[src/rtl/fetch_controller_pkg.sv]
// Shared definitions for the instruction fetch front end.
// Latency: n/a (constants only).
// Backpressure: n/a.
// Contents: FSM state encoding and the end-of-program marker word.
package fetch_controller_pkg;

    // Fetch FSM state encoding
    localparam logic [1:0] ST_IDLE   = 2'd0;
    localparam logic [1:0] ST_RUN    = 2'd1;
    localparam logic [1:0] ST_HALTED = 2'd2;

    // A fetched word equal to this marks the end of the program text
    localparam logic [31:0] EOP_WORD = 32'h0000_0000;

endpackage

[src/rtl/fetch_controller_queue.sv]
// Two-entry FIFO holding fetched {pc, instruction} pairs.
// Latency: one edge from push to head visibility.
// Backpressure: push is accepted only with space free or a pop in the same cycle.
// Ports: clk/rst_n; i_push/i_push_dat write side; i_pop read side;
//        i_flush empties the queue and overrides push/pop; o_head_dat, o_count.
module fetch_queue #(
    parameter int WIDTH = 64
) (
    input  logic             clk,
    input  logic             rst_n,
    input  logic             i_push,
    input  logic [WIDTH-1:0] i_push_dat,
    input  logic             i_pop,
    input  logic             i_flush,
    output logic [WIDTH-1:0] o_head_dat,
    output logic [1:0]       o_count
);

    logic [WIDTH-1:0] r_mem [2];
    logic             r_wr_ptr;
    logic             r_rd_ptr;
    logic [1:0]       r_count;

    logic w_pop_ok;
    logic w_push_ok;

    assign w_pop_ok  = i_pop && (r_count != 2'd0) && !i_flush;
    // A full queue still accepts a push when the head leaves the same cycle
    assign w_push_ok = i_push && ((r_count != 2'd2) || w_pop_ok) && !i_flush;

    always_ff @(posedge clk or negedge rst_n) begin
        if (!rst_n) begin
            r_wr_ptr <= 1'b0;
            r_rd_ptr <= 1'b0;
            r_count  <= 2'd0;
        end else if (i_flush) begin
            r_wr_ptr <= 1'b0;
            r_rd_ptr <= 1'b0;
            r_count  <= 2'd0;
        end else begin
            if (w_push_ok) r_wr_ptr <= ~r_wr_ptr;
            if (w_pop_ok)  r_rd_ptr <= ~r_rd_ptr;
            r_count <= r_count + {1'b0, w_push_ok} - {1'b0, w_pop_ok};
        end
    end

    // Storage is not reset; count/pointers alone define validity
    always_ff @(posedge clk) begin
        if (w_push_ok) r_mem[r_wr_ptr] <= i_push_dat;
    end

    assign o_head_dat = r_mem[r_rd_ptr];
    assign o_count    = r_count;

endmodule

[src/rtl/fetch_controller.sv]
// Instruction fetch controller: walks text memory and feeds a 2-deep prefetch queue.
// Latency: first instruction valid two edges after run request or redirect.
// Backpressure: instr_ready low stalls the queue; fetch stops when it is full.
// Ports: clk/rst_n; fetch_en run request; redirect_valid/redirect_pc branch target;
//        rom_addr/rom_data zero-latency text memory; instr_* valid/ready output; halted.
module fetch_controller
    import fetch_controller_pkg::*;
#(
    parameter int                    DATA_WIDTH = 32,
    parameter int                    ADDR_WIDTH = 8,
    parameter int                    PC_WIDTH   = 32,
    parameter logic [PC_WIDTH-1:0]   RESET_PC   = '0
) (
    input  logic                  clk,
    input  logic                  rst_n,
    input  logic                  fetch_en,
    input  logic                  redirect_valid,
    input  logic [PC_WIDTH-1:0]   redirect_pc,
    output logic [ADDR_WIDTH-1:0] rom_addr,
    input  logic [DATA_WIDTH-1:0] rom_data,
    output logic                  instr_valid,
    input  logic                  instr_ready,
    output logic [DATA_WIDTH-1:0] instr_data,
    output logic [PC_WIDTH-1:0]   instr_pc,
    output logic                  halted
);

    logic [1:0]          r_state;
    logic [1:0]          w_state_nxt;
    logic [PC_WIDTH-1:0] r_fetch_pc;

    logic [1:0]                     w_count;
    logic [PC_WIDTH+DATA_WIDTH-1:0] w_head_dat;
    logic                           w_pop;
    logic                           w_space;
    logic                           w_fetch;
    logic                           w_eop;
    logic                           w_push;

    // Memory is word addressed; the PC is a byte address
    assign rom_addr = r_fetch_pc[ADDR_WIDTH+1:2];

    assign instr_valid = (w_count != 2'd0);
    assign w_pop       = instr_valid && instr_ready;
    assign w_space     = (w_count != 2'd2) || w_pop;
    // Redirect wins over fetching: the fetched word belongs to the old path
    assign w_fetch     = (r_state == ST_RUN) && fetch_en && !redirect_valid && w_space;
    assign w_eop       = (rom_data == DATA_WIDTH'(EOP_WORD));
    assign w_push      = w_fetch && !w_eop;

    always_comb begin
        w_state_nxt = r_state;
        case (r_state)
            ST_IDLE:   if (fetch_en) w_state_nxt = ST_RUN;
            ST_RUN: begin
                if (!fetch_en)            w_state_nxt = ST_IDLE;
                else if (w_fetch && w_eop) w_state_nxt = ST_HALTED;
            end
            ST_HALTED: w_state_nxt = ST_HALTED;
            default:   w_state_nxt = ST_IDLE;
        endcase
        if (redirect_valid) w_state_nxt = fetch_en ? ST_RUN : ST_IDLE;
    end

    always_ff @(posedge clk or negedge rst_n) begin
        if (!rst_n) begin
            r_state    <= ST_IDLE;
            r_fetch_pc <= RESET_PC;
        end else begin
            r_state <= w_state_nxt;
            if (redirect_valid)
                r_fetch_pc <= redirect_pc & ~PC_WIDTH'(3);
            else if (w_push)
                r_fetch_pc <= r_fetch_pc + PC_WIDTH'(4);
            // End-of-program fetch leaves the PC on the marker word
        end
    end

    fetch_queue #(
        .WIDTH (PC_WIDTH + DATA_WIDTH)
    ) u_queue (
        .clk        (clk),
        .rst_n      (rst_n),
        .i_push     (w_push),
        .i_push_dat ({r_fetch_pc, rom_data}),
        .i_pop      (w_pop),
        .i_flush    (redirect_valid),
        .o_head_dat (w_head_dat),
        .o_count    (w_count)
    );

    assign instr_pc   = w_head_dat[PC_WIDTH+DATA_WIDTH-1:DATA_WIDTH];
    assign instr_data = w_head_dat[DATA_WIDTH-1:0];
    assign halted     = (r_state == ST_HALTED);

endmodule

[config.mk]
export PLATFORM = sky130hd
export DESIGN_NAME = fetch_controller
export DESIGN_NICKNAME = d
export VERILOG_FILES = /design/src/rtl/fetch_controller_pkg.sv /design/src/rtl/fetch_controller_queue.sv /design/src/rtl/fetch_controller.sv
export SDC_FILE = /design/constraint.sdc
export NUM_CORES = 1
export LEC_CHECK = 0
export CAP_MARGIN = 30
export CORE_ASPECT_RATIO = 1.25
export CORE_MARGIN = 10
export CORE_UTILIZATION = 45
export DETAILED_ROUTE_END_ITERATION = 6
export PLACE_DENSITY = 0.79
export SETUP_SLACK_MARGIN = 0.3
export SLEW_MARGIN = 20
export SYNTH_ARGS = -nofsm -noshare
export SYNTH_HDL_FRONTEND = slang
export SYNTH_HIERARCHICAL = 1
export SYNTH_SLANG_ARGS = --single-unit
[constraint.sdc]
create_clock -name clk -period 7.4 [get_ports clk]
set_clock_uncertainty 0.2 [all_clocks]
set_input_delay 1.11 -clock clk [delete_from_list [all_inputs] [get_ports clk]]
set_output_delay 1.11 -clock clk [all_outputs]
set_load 0.02 [all_outputs]
==> metrics.cfg, run 1 <==
[floorplan]
io_pins=143
dieArea_mm2=0.0209
start_util_pct=46.1
core_area_mm2=0.0151
rows=50
fp.dieW_um=131
die_h_um=159

[grt]
antenna_found_initial=0
grt_max_degree=65
grt_usage_pct=15.3
grt_pass1_wl_um=25500
overflow=0
grt_pass1_vias=4717

[place]
port_buffers=140
placed_cells=786
gp_congestion=0.839
place_hpwl_um=11100
dpl_cell_area_mm2=0.00853
post-place-ws_ns=2.58

[timing]
setup_violations=0
final_max_slew_viol_count=0
setup_tns_ns=0
rsz0062_at_grt=false
timing.fmax_mhz=226
period_needed_ns=4.42
post-route-period-util_pct=59.7
finalWorstSetupSlack_ns=2.98
worst_pin_slew_ns=0.913
finalHoldViolations=0
timing.hold.ws_ns=0.334
relSlewSlack_pct=39.1

[routing]
routed_via_density=5.44
drt-wirelength-per-cell_um=19.9
drc=0
num_vias=4454
drt.antenna.violating_nets=0
first_pass_iters=4
drt_wl_total_um=16300
drt_iter0_markers=315

[yosys]
synth_top_cell_by_area=edfxtp_1
synth_area_mm2=0.00695
async_reset_ff_share_pct=22.0
yosysMostFrequentCell=edfxtp_1
synth_area_per_cell_um2=15.2
ys_seq_elements=164
synth_ff_type=edfxtp_1
synth_cell_types=49
ys_seq_area_share_pct=68.2
yosysWarnings=6
yosys-top-cells-count=edfxtp_1 (128), mux2_2 (67), dfrtp_1 (36), nor2_1 (27), a31oi_1 (14)
netlist_instances=457
synth_edf_count=128
yosys-top-cells-area=edfxtp_1 (55%), dfrtp_1 (13%), mux2_2 (11%)
synth.top_cell.area_share_pct=55.3

[worst_setup_path]
path_max_fanout=64
crit_chain=clkdlybuf4s50_1 > nor4_1 > nand4_1 > nor2_1 > buf_4 > nand2b_1 > nor2_1 > nand3b_1 > nor2_4 > buf_4
cp.arrival_ns=4.26
cp-end-kind=flop
critPathKind=in -> reg
cp-start-kind=input pin
slowest_stage=nand4_1
cp.required_ns=7.24
max_stage_delay_ns=0.63

[finish]
fin_cells=819
fin_nets=670
area_growth_pct=31.3
postLayoutCellArea_mm2=0.00913
multi_input_area_mm2=0.00205
utilization_pct=60.6
fill_cells=1141
drive_gt1_share_pct=19.8
ff_latch_area_mm2=0.00475

[min_path]
worstHoldPathType=reg -> reg

[job]
cap_violations=0

[clock_tree]
cts.htree.levels=4
numCtsBuffers=17
clock_sinks=164
cts_tree=done
cts-root-buf=clkbuf_16
post_cts_buffers=0
clkTransAtPathRegs_ns=0.06
cts-resized-gates=0
clk-insertion-delay-late_ns=0.41
ctsLongestPathBuffers=2
holdBufCountCts=0

[power]
power.density_mw_per_mm2=226
power_leakage_nw=3.09
vdd_drop_max_mv=0.148
total_power_mw=2.06

[outcome]
status=complete, no violations

-- worst max-delay path: cells and delay by family --
| kind | cells | cell delay (ns) |
|---|---|---|
| buffers and inverters | 3 | 1.13 |
| and+or+nand+nor | 7 | 1.96 |
-- final timing paths --
| kind | start | endpoint | slack, ns | cells past startpoint |
|---|---|---|---|---|
| worst max-delay path | rom_data[16] | u_queue/r_mem[0][63] | 2.98 | 10 |
| worst min-delay path | r_fetch_pc[19] | u_queue/r_mem[0][51] | 0.33 | 0 |
| worst max register to register | u_queue/o_count[1] | u_queue/r_mem[0][63] | 3.88 | 7 |
| worst min register to register | r_fetch_pc[19] | u_queue/r_mem[0][51] | 0.33 | 0 |
| max in group asynchronous | rst_n | r_fetch_pc[15] | 6.14 | 2 |
| min in group asynchronous | rst_n | r_fetch_pc[27] | 0.39 | 1 |
-- layer usage --
metal / GRT usage, % / vias up / share of wire [%]
met3: 4.45 / 15 / 5.9
li1: - / 2062 / -
met1: 18.3 / 2231 / 42
met2: 25.8 / 146 / 51
met5: 0 / - / 0
met4: 5.12 / 0 / 1.4
-- sequential cells by signal (all words and copies together) (netlist names) --
| signal | count |
|---|---|
| u_queue/r_rd_ptr | 1 |
| r_state | 2 |
| u_queue/r_mem | 128 |
| r_fetch_pc | 30 |
| u_queue/r_wr_ptr | 1 |
| u_queue/o_count | 2 |
-- where the power goes --
group	switching [mW]	internal [mW]
logic	0.0698	0.0764
registers	0.0315	1.03
clock network	0.362	0.499
total	0.463	1.60
-- layout by cell type, fill, tap and decap left out, types with 6 or more instances in the layout --
master	count
o21ai_0	11
a31oi_1	14
o31ai_1	7
nor4_1	11
o211ai_1	6
clkbuf_16	17
or3_1	7
nor2b_1	6
buf_4	7
nand4_1	11
dfrtp_1	35
nor2_1	25
mux2_2	67
clkdlybuf4s50_1	139
edfxtp_1	128
or4_1	9
inv_1	6
nand2_1	13
nand3_1	9
-- final cells by class --
type,count,share of cell area [%]
repair buffers,148,16.1
inverters,6,0.247
diodes,1,0.0274
well taps,208,2.85
flip-flops and latches,164,52.0
clock buffers,17,4.66
multi-input cells,261,22.5
clock inverters,14,1.69
-- cells by family after synthesis --
family,Yosys count,share of synthesized area (%)
multiplexers,67,10.8
XOR/XNOR,9,1.13
adder cells (fa/ha/maj),3,0.540
other,1,0.0539
AND/OR/NAND/NOR,116,9.75
AO/OA/AOI/OAI,62,6.78
buffers and inverters,35,2.66
flip-flops,164,68.2
No activity file was read; power rests on OpenSTA's default activity.
==> run 2, diff against run 1 <==
--- a/config.mk
+++ b/config.mk
@@ -10,7 +10,7 @@
 export CORE_MARGIN = 10
 export CORE_UTILIZATION = 45
 export DETAILED_ROUTE_END_ITERATION = 6
-export PLACE_DENSITY = 0.79
+export PLACE_DENSITY = 0.81
 export SETUP_SLACK_MARGIN = 0.3
 export SLEW_MARGIN = 20
 export SYNTH_ARGS = -nofsm -noshare
==> constraint.sdc (replaced) <==
create_clock -name clk -period 3.6 [get_ports clk]
set_clock_uncertainty 0.2 [all_clocks]
set_input_delay 0.54 -clock clk [delete_from_list [all_inputs] [get_ports clk]]
set_output_delay 0.54 -clock clk [all_outputs]
set_load 0.02 [all_outputs]
==> run 2 against run 1 <==
  * Critical path type unchanged
  * Register-to-register slack lost 3.0 ns
  * Largest power group unchanged
  * Power up 100%
  * Sequential power increased by 100%
  * Cell count is 2.2% higher
  * Final area increased by 1.7%
==> metrics.cfg, run 2 (synthesized netlist as in run 1, its figures left out) <==
[power]
power.density_mw_per_mm2=447
total_power_mw=4.15
power_leakage_nw=3.18
vdd_drop_max_mv=0.273

[finish]
drive_gt1_share_pct=21.8
reg_top3=u_queue/r_mem: 128 flops, r_fetch_pc: 30 flops
postLayoutCellArea_mm2=0.00928
layout_commonest_cell=clkdlybuf4s50_1
largest_register_ff_count=128
regMostFlops=u_queue/r_mem
fin_nets=691
final_cell_mix=clkdlybuf4s50_1 (139), edfxtp_1 (128), mux2_2 (67)
area_growth_pct=33.5
diodes=0
utilization_pct=61.6

[worst_setup_path]
timing.rr.end=u_queue/o_count[0]
crit_chain=clkdlybuf4s50_1 > nor4_1 > buf_4 > nand4_1 > nor2_1 > nand2b_1 > nor2_1 > nand3b_1 > nor2_2
cp-end-kind=flop
slowest_stage=nor2_2
critPathCapture=u_queue/r_mem[0][49]
cp.arrival_ns=2.96
path_max_fanout=13
reg2reg_depth=8
cp.required_ns=3.44
cp-start-kind=input pin
startpoint=rom_data[30]
max_stage_delay_ns=0.75
r2r-start=u_queue/o_count[0]
reg2reg_slack_ns=0.85
critPathKind=in -> reg
worst_path_most_repeated_cell=nor2_1

[grt]
grt_pass1_wl_um=25400
grt_max_degree=45
grt_usage_pct=15.3
grt_pass1_vias=4716
antenna_found_initial=0
overflow=0

[place]
port_buffers=140
gp_congestion=0.790
place_hpwl_um=11600
dpl_cell_area_mm2=0.00863

[timing]
relSlewSlack_pct=43.2
post-route-period-util_pct=86.7
setup_violations=0
timing.fmax_mhz=320
final_max_slew_viol_count=0
finalHoldViolations=0
worst_pin_slew_ns=0.852
rsz0062_at_grt=false
period_needed_ns=3.12
setup_tns_ns=0

[floorplan]
core_area_mm2=0.0151
die_h_um=159
io_pins=143
dieArea_mm2=0.0209
fp.dieW_um=131
start_util_pct=46.1
rows=50

[routing]
drt_wl_total_um=16500
drt_iter0_markers=460
drt-wirelength-per-cell_um=19.7
drc=0
num_vias=4558
routed_via_density=5.45
drt.antenna.violating_nets=0
first_pass_iters=5

[clock_tree]
cts-root-buf=clkbuf_16
clock_sinks=164
cts.htree.levels=4
cts_tree=done
holdBufCountCts=0
clk-insertion-delay-late_ns=0.41
cts-resized-gates=0
ctsLongestPathBuffers=2
clkTransAtPathRegs_ns=0.06
numCtsBuffers=17

[outcome]
status=complete, no violations

[min_path]
worstHoldPathType=in -> async

[job]
cap_violations=0

## run 2: area by class of cell
type,instances,area [um2]
tap,208,260
multi-input combinational,262,2060
fill,1114,5790
clock inverter,11,113
clock buffer,18,429
sequential,164,4750
inverter,6,22.5
timing repair buffer,168,1660
## run 2: worst max-delay path, delay by kind of cell
family        cells  cell delay (ns)
simple gates      7             1.76
buf+inv           2             0.63
## run 2: timing repair
action,in CTS,in global routing
pin swaps,1,3
endpoints found under the setup margin,12,85
buffers inserted,0,12
gates cloned,1,0
## run 2: report_power, final
group | switching, mW | internal [mW]
clock | 0.671 | 1.00
sequential | 0.0652 | 2.11
combinational | 0.145 | 0.161
total | 0.881 | 3.27
## run 2: metal layers
| metal | wire length (um) | up-vias | track usage [%] |
|---|---|---|---|
| li1 | - | 2110 | - |
| met1 | 6690 | 2250 | 17.8 |
| met2 | 8490 | 178 | 26.3 |
| met3 | 1030 | 20 | 4.57 |
| met4 | 246 | 0 | 4.92 |
| met5 | 0 | - | 0 |
## run 2: worst min-delay path by stage
stage | end | slack [ns] | cells past startpoint
detailed placement | u_queue/r_mem[0][51] | 0.31 | 0
global route | r_fetch_pc[26] | 0.1 | 1
global placement | u_queue/r_mem[0][63] | 0.29 | 0
finish | u_queue/o_count[0] | 0.04 | 1
floorplan | r_fetch_pc[10] | 0.04 | 0
CTS | r_fetch_pc[27] | 0.06 | 1
## run 2: per-stage QoR
stage / hold slack, ns / cells / worst slack (ns)
2_1_floorplan: 0.0444 / 460 / -0.211
3_3_place_gp: 0.286 / 795 / -0.0759
3_5_place_dp: 0.308 / 795 / -0.177
4_1_cts: 0.0566 / 825 / 0.341
5_1_grt: 0.0961 / 837 / 0.302
6_report: 0.0368 / 837 / 0.477
